$ cat src/rtl/msf_pkg.sv
// MSF time-code transmitter: shared constants and types.
// Frame layout, field positions and the on-air keying rule.
package msf_pkg;

  localparam logic [3:0] SLOTS_PER_SEC = 4'd10;
  localparam logic [5:0] SECS_PER_MIN  = 6'd60;

  localparam logic [5:0] YEAR_SEC   = 6'd17;
  localparam logic [5:0] MONTH_SEC  = 6'd25;
  localparam logic [5:0] DAY_SEC    = 6'd30;
  localparam logic [5:0] DOW_SEC    = 6'd36;
  localparam logic [5:0] HOUR_SEC   = 6'd39;
  localparam logic [5:0] MINUTE_SEC = 6'd45;
  localparam logic [5:0] MARKER_SEC = 6'd52;

  localparam logic [5:0] BST_WARN_SEC = 6'd53;
  localparam logic [5:0] PAR_YEAR_SEC = 6'd54;
  localparam logic [5:0] PAR_DATE_SEC = 6'd55;
  localparam logic [5:0] PAR_DOW_SEC  = 6'd56;
  localparam logic [5:0] PAR_TIME_SEC = 6'd57;
  localparam logic [5:0] BST_SEC      = 6'd58;

  localparam logic [7:0] MARKER = 8'b01111110;

  typedef enum logic {
    IDLE,
    RUN
  } state_t;

  typedef struct packed {
    logic [3:0] year_h;
    logic [3:0] year_l;
    logic       month_h;
    logic [3:0] month_l;
    logic [1:0] day_h;
    logic [3:0] day_l;
    logic [2:0] dow;
    logic [1:0] hour_h;
    logic [3:0] hour_l;
    logic [2:0] minute_h;
    logic [3:0] minute_l;
    logic       bst;
    logic       bst_warn;
  } msf_fields_t;

  // Carrier level for one 100 ms slot; A/B are sent as carrier-off.
  function automatic logic carrier_level(
    input logic [5:0] sec,
    input logic [3:0] slot,
    input logic       a,
    input logic       b
  );
    logic lvl;
    lvl = 1'b1;
    if (sec == 6'd0) begin
      lvl = (slot >= 4'd5);
    end else if (slot == 4'd0) begin
      lvl = 1'b0;
    end else if (slot == 4'd1) begin
      lvl = ~a;
    end else if (slot == 4'd2) begin
      lvl = ~b;
    end
    return lvl;
  endfunction

endpackage

$ cat src/rtl/msf_ab_lookup.sv
// MSF A/B bit lookup for one second of the frame.
// Pure combinational; includes the four odd-parity bits.
module msf_ab_lookup
  import msf_pkg::*;
(
  input  logic [5:0]  sec,
  input  msf_fields_t fields,
  output logic        a,
  output logic        b
);

  logic [42:0] bits;
  logic [5:0]  idx;

  // A17..A59 packed MSB first, so A[n] sits at bits[59-n].
  assign bits = {
    fields.year_h, fields.year_l,
    fields.month_h, fields.month_l,
    fields.day_h, fields.day_l,
    fields.dow,
    fields.hour_h, fields.hour_l,
    fields.minute_h, fields.minute_l,
    MARKER
  };

  assign idx = SECS_PER_MIN - 6'd1 - sec;

  // A bit: zero for the unused DUT1 seconds.
  always_comb begin
    a = 1'b0;
    if (sec >= YEAR_SEC && sec < SECS_PER_MIN) begin
      a = bits[idx];
    end
  end

  // B bit: flags and odd parity over the covered A fields.
  always_comb begin
    b = 1'b0;
    case (sec)
      BST_WARN_SEC: b = fields.bst_warn;
      PAR_YEAR_SEC: b = ~^{fields.year_h, fields.year_l};
      PAR_DATE_SEC: b = ~^{fields.month_h, fields.month_l,
                           fields.day_h, fields.day_l};
      PAR_DOW_SEC:  b = ~^fields.dow;
      PAR_TIME_SEC: b = ~^{fields.hour_h, fields.hour_l,
                           fields.minute_h, fields.minute_l};
      BST_SEC:      b = fields.bst;
      default:      b = 1'b0;
    endcase
  end

endmodule

$ cat src/rtl/msf_encoder.sv
// MSF time-code transmitter: frame timing and carrier keying.
// Counters run prescaler -> slot -> second; data latched per frame.
module msf_encoder
  import msf_pkg::*;
#(
  parameter int unsigned DIV = 1000000
) (
  input  logic       clk_i,
  input  logic       rst_ni,
  input  logic       en_i,
  input  logic [3:0] year_h_i,
  input  logic [3:0] year_l_i,
  input  logic       month_h_i,
  input  logic [3:0] month_l_i,
  input  logic [1:0] day_h_i,
  input  logic [3:0] day_l_i,
  input  logic [2:0] dow_i,
  input  logic [1:0] hour_h_i,
  input  logic [3:0] hour_l_i,
  input  logic [2:0] minute_h_i,
  input  logic [3:0] minute_l_i,
  input  logic       bst_i,
  input  logic       bst_warn_i,
  output logic       carrier_o,
  output logic       sec_o,
  output logic       min_o,
  output logic       busy_o
);

  localparam int PW = $clog2(DIV);
  localparam logic [PW-1:0] PRESC_MAX = PW'(DIV - 1);

  state_t          state_q, state_d;
  logic [PW-1:0]   presc_q, presc_d;
  logic [3:0]      slot_q, slot_d;
  logic [5:0]      sec_q, sec_d;
  logic            carrier_q, carrier_d;
  logic            sec_strb_q, sec_strb_d;
  logic            min_strb_q, min_strb_d;
  logic            load;
  logic            presc_wrap, slot_wrap, frame_end;
  logic            a_bit, b_bit;
  msf_fields_t     fields_q, fields_in;

  assign fields_in = '{
    year_h:   year_h_i,
    year_l:   year_l_i,
    month_h:  month_h_i,
    month_l:  month_l_i,
    day_h:    day_h_i,
    day_l:    day_l_i,
    dow:      dow_i,
    hour_h:   hour_h_i,
    hour_l:   hour_l_i,
    minute_h: minute_h_i,
    minute_l: minute_l_i,
    bst:      bst_i,
    bst_warn: bst_warn_i
  };

  assign presc_wrap = (presc_q == PRESC_MAX);
  assign slot_wrap  = presc_wrap &&
                      (slot_q == SLOTS_PER_SEC - 4'd1);
  assign frame_end  = slot_wrap &&
                      (sec_q == SECS_PER_MIN - 6'd1);

  // Next-state, counter advance and strobe generation.
  always_comb begin
    state_d    = state_q;
    presc_d    = presc_q;
    slot_d     = slot_q;
    sec_d      = sec_q;
    sec_strb_d = 1'b0;
    min_strb_d = 1'b0;
    load       = 1'b0;
    unique case (state_q)
      IDLE: begin
        if (en_i) begin
          state_d    = RUN;
          presc_d    = '0;
          slot_d     = '0;
          sec_d      = '0;
          sec_strb_d = 1'b1;
          min_strb_d = 1'b1;
          load       = 1'b1;
        end
      end
      RUN: begin
        presc_d = presc_wrap ? '0 : presc_q + 1'b1;
        if (presc_wrap) begin
          slot_d = slot_wrap ? 4'd0 : slot_q + 4'd1;
        end
        if (slot_wrap) begin
          sec_d      = frame_end ? 6'd0 : sec_q + 6'd1;
          sec_strb_d = 1'b1;
        end
        if (frame_end) begin
          if (en_i) begin
            min_strb_d = 1'b1;
            load       = 1'b1;
          end else begin
            state_d    = IDLE;
            sec_strb_d = 1'b0;
          end
        end
      end
      default: state_d = IDLE;
    endcase
  end

  // Bits for the second about to be entered; second 0 needs no data.
  msf_ab_lookup u_lookup (
    .sec    (sec_d),
    .fields (fields_q),
    .a      (a_bit),
    .b      (b_bit)
  );

  assign carrier_d = (state_d == RUN) ?
    carrier_level(sec_d, slot_d, a_bit, b_bit) : 1'b1;

  // FSM state register.
  always_ff @(posedge clk_i or negedge rst_ni) begin
    if (!rst_ni) begin
      state_q <= IDLE;
    end else begin
      state_q <= state_d;
    end
  end

  // Counters, registered outputs and per-frame data latch.
  always_ff @(posedge clk_i or negedge rst_ni) begin
    if (!rst_ni) begin
      presc_q    <= '0;
      slot_q     <= '0;
      sec_q      <= '0;
      carrier_q  <= 1'b1;
      sec_strb_q <= 1'b0;
      min_strb_q <= 1'b0;
      fields_q   <= '0;
    end else begin
      presc_q    <= presc_d;
      slot_q     <= slot_d;
      sec_q      <= sec_d;
      carrier_q  <= carrier_d;
      sec_strb_q <= sec_strb_d;
      min_strb_q <= min_strb_d;
      if (load) begin
        fields_q <= fields_in;
      end
    end
  end

  assign carrier_o = carrier_q;
  assign sec_o     = sec_strb_q;
  assign min_o     = min_strb_q;
  assign busy_o    = (state_q == RUN);

endmodule
$ cat config.mk
export PLATFORM = sky130hd
export DESIGN_NAME = msf_encoder
export DESIGN_NICKNAME = d
export VERILOG_FILES = /design/src/rtl/msf_pkg.sv /design/src/rtl/msf_ab_lookup.sv /design/src/rtl/msf_encoder.sv
export SDC_FILE = /design/constraint.sdc
export NUM_CORES = 1
export LEC_CHECK = 0
export BUFFER_PORTS_ARGS = -buffer_cell sky130_fd_sc_hd__buf_2
export CORE_MARGIN = 10
export CORE_UTILIZATION = 40
export DETAILED_ROUTE_END_ITERATION = 8
export GPL_TIMING_DRIVEN = 1
export MAX_ROUTING_LAYER = met4
export SETUP_SLACK_MARGIN = 0.05
export SYNTH_ARGS = -nofsm -noshare
export SYNTH_HDL_FRONTEND = slang
export SYNTH_HIERARCHICAL = 1
export SYNTH_SLANG_ARGS = --single-unit
$ cat constraint.sdc
create_clock -name clk_i -period 6.2 [get_ports clk_i]
set_input_delay 0 -clock clk_i [delete_from_list [all_inputs] [get_ports clk_i]]
set_output_delay 0 -clock clk_i [all_outputs]
set_load 0.1 [all_outputs]
# After elaboration in Yosys (flattened, before gate mapping)
# Index checks and enable logic that the tools add are counted.
# W data, S select, Z words.
dict set report totals {
  latchBits 0
  input_bits 40
  mem_bits_rw 0
  register_bits 71
  rom_bits 0
  output_inout_bits 4
  elab_cells 81
  n_memories 0
}
dict set report classes {
  n_lt_le_gt_ge 4
  n_mux 29
  reduce_logical 9
  bitwise_logic 3
  n_div 0
  n_addsub 4
  mul 0
  shift 0
  eq_ne 12
}
# op n
set op_table {}
lappend op_table {{$eq A6 B6 Y1 const B} 7}
lappend op_table {{$mux W20} 2}
lappend op_table {{$pmux W20 S2} 1}
lappend op_table {{$add A20 B1 Y20 const B} 1}
lappend op_table {{$eq A20 B20 Y1 const B} 1}
lappend op_table {{$mux W6} 3}
lappend op_table {{$mux W1} 13}
lappend op_table {{$reduce_xnor A13 Y1} 1}
lappend op_table {{$mux W4} 3}
lappend op_table {{$pmux W6 S2} 1}
lappend op_table {{$reduce_xnor A11 Y1} 1}
lappend op_table {{$pmux W4 S2} 1}
lappend op_table {{$reduce_xnor A8 Y1} 1}
lappend op_table {{$lt A6 B7 Y1 const B} 1}
lappend op_table {{$add A6 B1 Y6 const B} 1}
lappend op_table {{$bmux W1 S6} 1}
lappend op_table {{$ge A6 B5 Y1 const B} 1}
lappend op_table {{$logic_not A6 Y1} 1}
lappend op_table {{$lt A6 B6 Y1 const B} 1}
lappend op_table {{$pmux W1 S2} 3}
lappend op_table {{$pmux W1 S6} 1}
lappend op_table {{$sub A6 B6 Y6 const A} 1}
lappend op_table {{$add A4 B1 Y4 const B} 1}
lappend op_table {{$eq A4 B1 Y1 const B} 1}
lappend op_table {{8 further kinds} 12}

# Logic depth before layout (Yosys ltp)
dict set report depth {
  depth_word 15
  depth_mapped 18
  mapped_depth_nobuf 17
}

# By module
# The synthesis kept the hierarchy.
# module instances cells_each area_each_um2 seq_area_each_um2
set modules_own_cells {}
lappend modules_own_cells {msf_encoder 1 305 3358.2 1778.0}
lappend modules_own_cells {msf_ab_lookup 1 95 827.0 0.0}

# Worst setup path before layout
# Ideal clock, no wire load.
dict set report synth_path {
  path_type {reg2reg}
  startpoint {register presc_q[8]}
  endpoint {register carrier_q, in the netlist carrier_o}
  synth_period_minus_slack_ps 3864
  setup_slack_ps 2336
  path_stages_with_launch 17
  n_path_buf 1
  setup_ps 72
  required_ps 6128
  arrival_ps 3792
  cell_sequence {dfrtp_1 or4b_4 nor4_4 and2_2 nand2_1 o21ai_0 clkbuf_1 inv_1 ha_1 inv_1 mux4_2 nand3_1 nand3b_1 and4_1 o21ai_0 a21oi_1 o21ai_1}
}
dict set report synth_via {
  elab_chain_cells 15
  word_cells_on_any_way 37
  classes_between {1 x add/sub; 3 x order compare; 9 x eq/ne; 17 x mux; 2 x bitwise; 5 x reduce/logical}
}
# item line
set synth_lines {}
lappend synth_lines {{from (decl)} msf_encoder.sv:34} ;# logic [PW-1:0] presc_q, presc_d;
lappend synth_lines {{from (signal assigned)} msf_encoder.sv:142} ;# presc_q <= presc_d;
lappend synth_lines {{$eq A20 B20 Y1 *} msf_encoder.sv:61} ;# assign presc_wrap = (presc_q == PRESC_MAX);
lappend synth_lines {{$logic_and A1 B1 Y1 *} msf_encoder.sv:62} ;# assign slot_wrap = presc_wrap &&
lappend synth_lines {{$logic_and A1 B1 Y1} msf_encoder.sv:64} ;# assign frame_end = slot_wrap &&
lappend synth_lines {{$mux W6} msf_encoder.sv:94} ;# sec_d = frame_end ? 6'd0 : sec_q + 6'd1;
lappend synth_lines {{$mux W6 *} msf_encoder.sv:93} ;# if (slot_wrap) begin
lappend synth_lines {{$pmux W6 S2 *} msf_encoder.sv:76} ;# unique case (state_q)
lappend synth_lines {{via sec_d[2]} msf_encoder.sv:36} ;# logic [5:0] sec_q, sec_d;
lappend synth_lines {{$sub A6 B6 Y6} msf_ab_lookup.sv:26} ;# assign idx = SECS_PER_MIN - 6'd1 - sec;
lappend synth_lines {{(+2 left out)} n/a}
lappend synth_lines {{$mux W1 *} msf_ab_lookup.sv:31} ;# if (sec >= YEAR_SEC && sec < SECS_PER_MIN) begin
lappend synth_lines {{via a_bit} msf_encoder.sv:42} ;# logic a_bit, b_bit;
lappend synth_lines {{$not A1 Y1 *} msf_pkg.sv:60} ;# lvl = ~a;
lappend synth_lines {{$mux W1 *} msf_pkg.sv:59} ;# end else if (slot == 4'd1) begin
lappend synth_lines {{$mux W1 *} msf_pkg.sv:57} ;# end else if (slot == 4'd0) begin
lappend synth_lines {{$mux W1 *} msf_pkg.sv:55} ;# if (sec == 6'd0) begin
lappend synth_lines {{$mux W1 *} msf_encoder.sv:119} ;# assign carrier_d = (state_d == RUN) ?
lappend synth_lines {{via carrier_d} msf_encoder.sv:37} ;# logic carrier_q, carrier_d;
lappend synth_lines {{to (signal assigned)} msf_encoder.sv:145} ;# carrier_q <= carrier_d;
lappend synth_lines {{to (decl)} msf_encoder.sv:37}
# Mark *: on every way through the listed nets, which the timed path passes. The rest lies on a longest branch. The select of a mux whose other input is x is not followed.
# A chain may end at the register's enable or synchronous reset.

# Worst setup path after layout
dict set report layout_path {
  startpoint {register presc_q[10]}
  endpoint {register carrier_q, in the netlist carrier_o}
}
# The elaborated chain is that of the path after synthesis.

==> results.cfg <==
[worst_setup_path]
crit_required_ns = 6.49
cp-start-kind = register
worst-path-stages = 15
endpoint_kind = register
slowest_delay_ns = 0.61
r2r_cells = 15
path_class = reg -> reg
crit_path_cell_trace = or4b_4 > nor4_4 > and2_2 > nand2_1 > o21ai_1 > inv_1 > ha_1 > inv_1 > a21oi_1 > o311a_1 > o21ai_1 > and4_1 > o21ai_0 > a21oi_1 > o21ai_1
crit_family = simple AND/OR/NAND/NOR gates
path_max_fanout = 13
cp_num_buf_inv = 2
slowest_stage = o21ai_1
cp.arrival_ns = 4.79
crit_top_cell = o21ai_1

[logic_synthesis]
seq_area_frac_synth_pct = 42.5
ys_ff_latch = 71
syn_avg_cell_area_um2 = 10.5
netlist-cell-type-count = 62
synthFlopType = dfrtp_1
synth_fp_nets = 450
synth_top_area_cell = dfrtp_1
ys_top_cells_by_area = dfrtp_1 (42%), xnor2_1 (5.4%), mux2_2 (5.4%)
synth_top_cell_area_share_pct = 41.9
yosysWarningCount = 6
synth_edf_count = 0
postSynthCellCount = 400
ys_async_sr_fraction_pct = 100
synth_area_um2 = 4190

[grt]
grt_pass1_wl_um = 15900
grt_max_degree = 72
gr-usage-all-layers_pct = 13.5
grt_pass1_vias = 3226
grt_remaining_overflow = 0
antenna_found_initial = 0

[sta]
fmax_ghz = 0.222
finalHoldViolCount = 0
rsz0062_at_grt = no
slew_violations = 0
worstMarginPinSlew_ns = 0.924
period_needed_ns = 4.51
finClkSkew_ns = 0.0143
setup_tns_ns = 0
period_share_pct = 72.7
setup_viol = 0
slew_headroom_pct = 38.3

[detailed_routing]
wl_per_cell_um = 15.3
drt_wl_total_um = 9440
dr.pass1.iters = 4
vias_per_cell = 5.37
drcViolationCount = 0
num_vias = 3318
ant_nets = 0
drtIter0Drc = 205

[run_status]
status = finished clean

[finish]
final_cell_mix = dfrtp_1 (70), buf_2 (43), dlygate4sd3_1 (39)
nFillCells = 971
synthToLayoutAreaGrowth_pct = 21.7
n_antenna_cell = 0
drive_above_1_share_pct = 21.8
nets = 527
final_common_cell = dfrtp_1

[cts]
cts.htree.levels = 3
cts_made_buffers = 9
clkSinkCount = 71
cts_setup_buffers = 0
cts.reportedPaths.clkPinSlew_ns = 0.09
cts-root-buf = clkbuf_8
worstSkewPairLatency_ns = 0.35
cts_tree = done
ctsResizeCount = 0
cts_buffer_depth = 2

[place]
port_buffers = 43
place.detailed.hpwl_um = 6570
gp_congestion = 0.825

[pwr]
power_w = 0.000947
irDropWorstVdd_uv = 95.8
power_leakage_nw = 2.30
p_per_area_nw_per_um2 = 186

[die]
design.die.area_um2 = 15000
row_count = 37
coreArea_um2 = 10300
die_w_um = 122
die_height_um = 122
num_io_pins = 44
initial_core_util_pct = 40.7

[flow_run]
maxCapViolCount = 0

[hold_path]
hold_class = in -> async
stage by stage:
stage	utilization (%)	worst slack [ns]	instance area (µm²)	hold WS [ns]	instances
6_report	49.5	1.69	5090	0.388	618
5_1_grt	49.5	1.28	5090	0.404	618
4_1_cts	49.5	1.70	5090	0.377	618
3_5_place_dp	43.6	1.71	4480	0.222	563
3_3_place_gp	43.6	1.85	4480	0.215	563
2_1_floorplan	-	2.34	4190	-0.296	400
synthesized netlist by cell type, drive strengths merged, types with 3 or more instances:
| cell | number |
|---|---|
| o21ai | 40 |
| nand3 | 12 |
| and2 | 4 |
| dfrtp | 70 |
| and3 | 10 |
| ha | 10 |
| inv | 12 |
| mux4 | 8 |
| xnor2 | 26 |
| a31oi | 7 |
| a21oi | 13 |
| o31ai | 6 |
| nand2 | 37 |
| xor2 | 7 |
| a22o | 3 |
| nand2b | 4 |
| nand4 | 4 |
| nor4 | 5 |
| nand3b | 3 |
| mux2 | 39 |
| o22ai | 3 |
| a21boi | 3 |
| nor2 | 19 |
| nor3 | 4 |
| buf | 13 |
| clkbuf | 6 |
path summary, 6_finish.rpt:
path	start	to	slack, ns
worst max-delay path	presc_q[10]	carrier_o	1.69
worst min-delay path	rst_ni	presc_q[16]	0.39
worst max register to register	presc_q[10]	carrier_o	1.69
worst min register to register	slot_q[3]	slot_q[3]	0.52
max in group asynchronous	rst_ni	fields_q[30]	5.23
min in group clk_i	year_h_i[0]	fields_q[33]	0.40
repair_timing:
item	CTS	global route
hold endpoints to repair	109	0
endpoints found under the setup margin	0	0
hold buffers	39	0
power breakdown:
group | internal, W | total [W] | switching [W]
logic | 0.0000301 | 0.0000521 | 0.0000220
clock network | 0.000227 | 0.000420 | 0.000193
registers | 0.000468 | 0.000475 | 0.00000695
total | 0.000725 | 0.000947 | 0.000222
layer usage:
layer	global-route usage (%)	vias to the layer above	share of wire, %
met3	2.25	11	4.2
met2	20.0	77	46
met5	-	-	0
met1	18.3	1627	49
met4	4.49	0	1.4
li1	-	1603	-
layout make-up:
class	count	area [µm²]	share of cell area, %
clock inverters	7	96.3	1.89
well taps	136	170	3.34
flip-flops and latches	71	1780	34.9
clock buffers	9	124	2.43
repair buffers	85	628	12.3
inverters	12	45.0	0.885
multi-input cells	298	2250	44.2
sequential cells by signal (all words and copies together), names as in the netlist:
register	count
carrier_o	1
busy_o	1
sec_q	6
min_o	1
slot_q	4
fields_q	37
presc_q	20
sec_o	1
kinds of logic (layout without fill, tap and decap cells):
logic type / after synthesis / count (layout) / share of synthesized area (%)
multiplexers: 48 / 48 / 15.0
flip-flops: 71 / 71 / 42.5
adder cells (fa/ha/maj): 10 / 10 / 2.99
AO/OA/AOI/OAI: 92 / 92 / 13.7
AND/OR/NAND/NOR: 114 / 114 / 14.4
buffers and inverters: 31 / 113 / 3.98
XOR/XNOR: 34 / 34 / 7.44
worst register-to-register path: stages (launching register included):
cell,delay [ns]
dfrtp_1,0.43
or4b_4,0.54
nor4_4,0.59
and2_2,0.31
nand2_1,0.09
o21ai_1,0.61
inv_1,0.20
ha_1,0.40
inv_1,0.17
a21oi_1,0.09
o311a_1,0.36
o21ai_1,0.12
and4_1,0.21
o21ai_0,0.09
a21oi_1,0.14
o21ai_1,0.08
No activity file was read; power rests on OpenSTA's default activity.
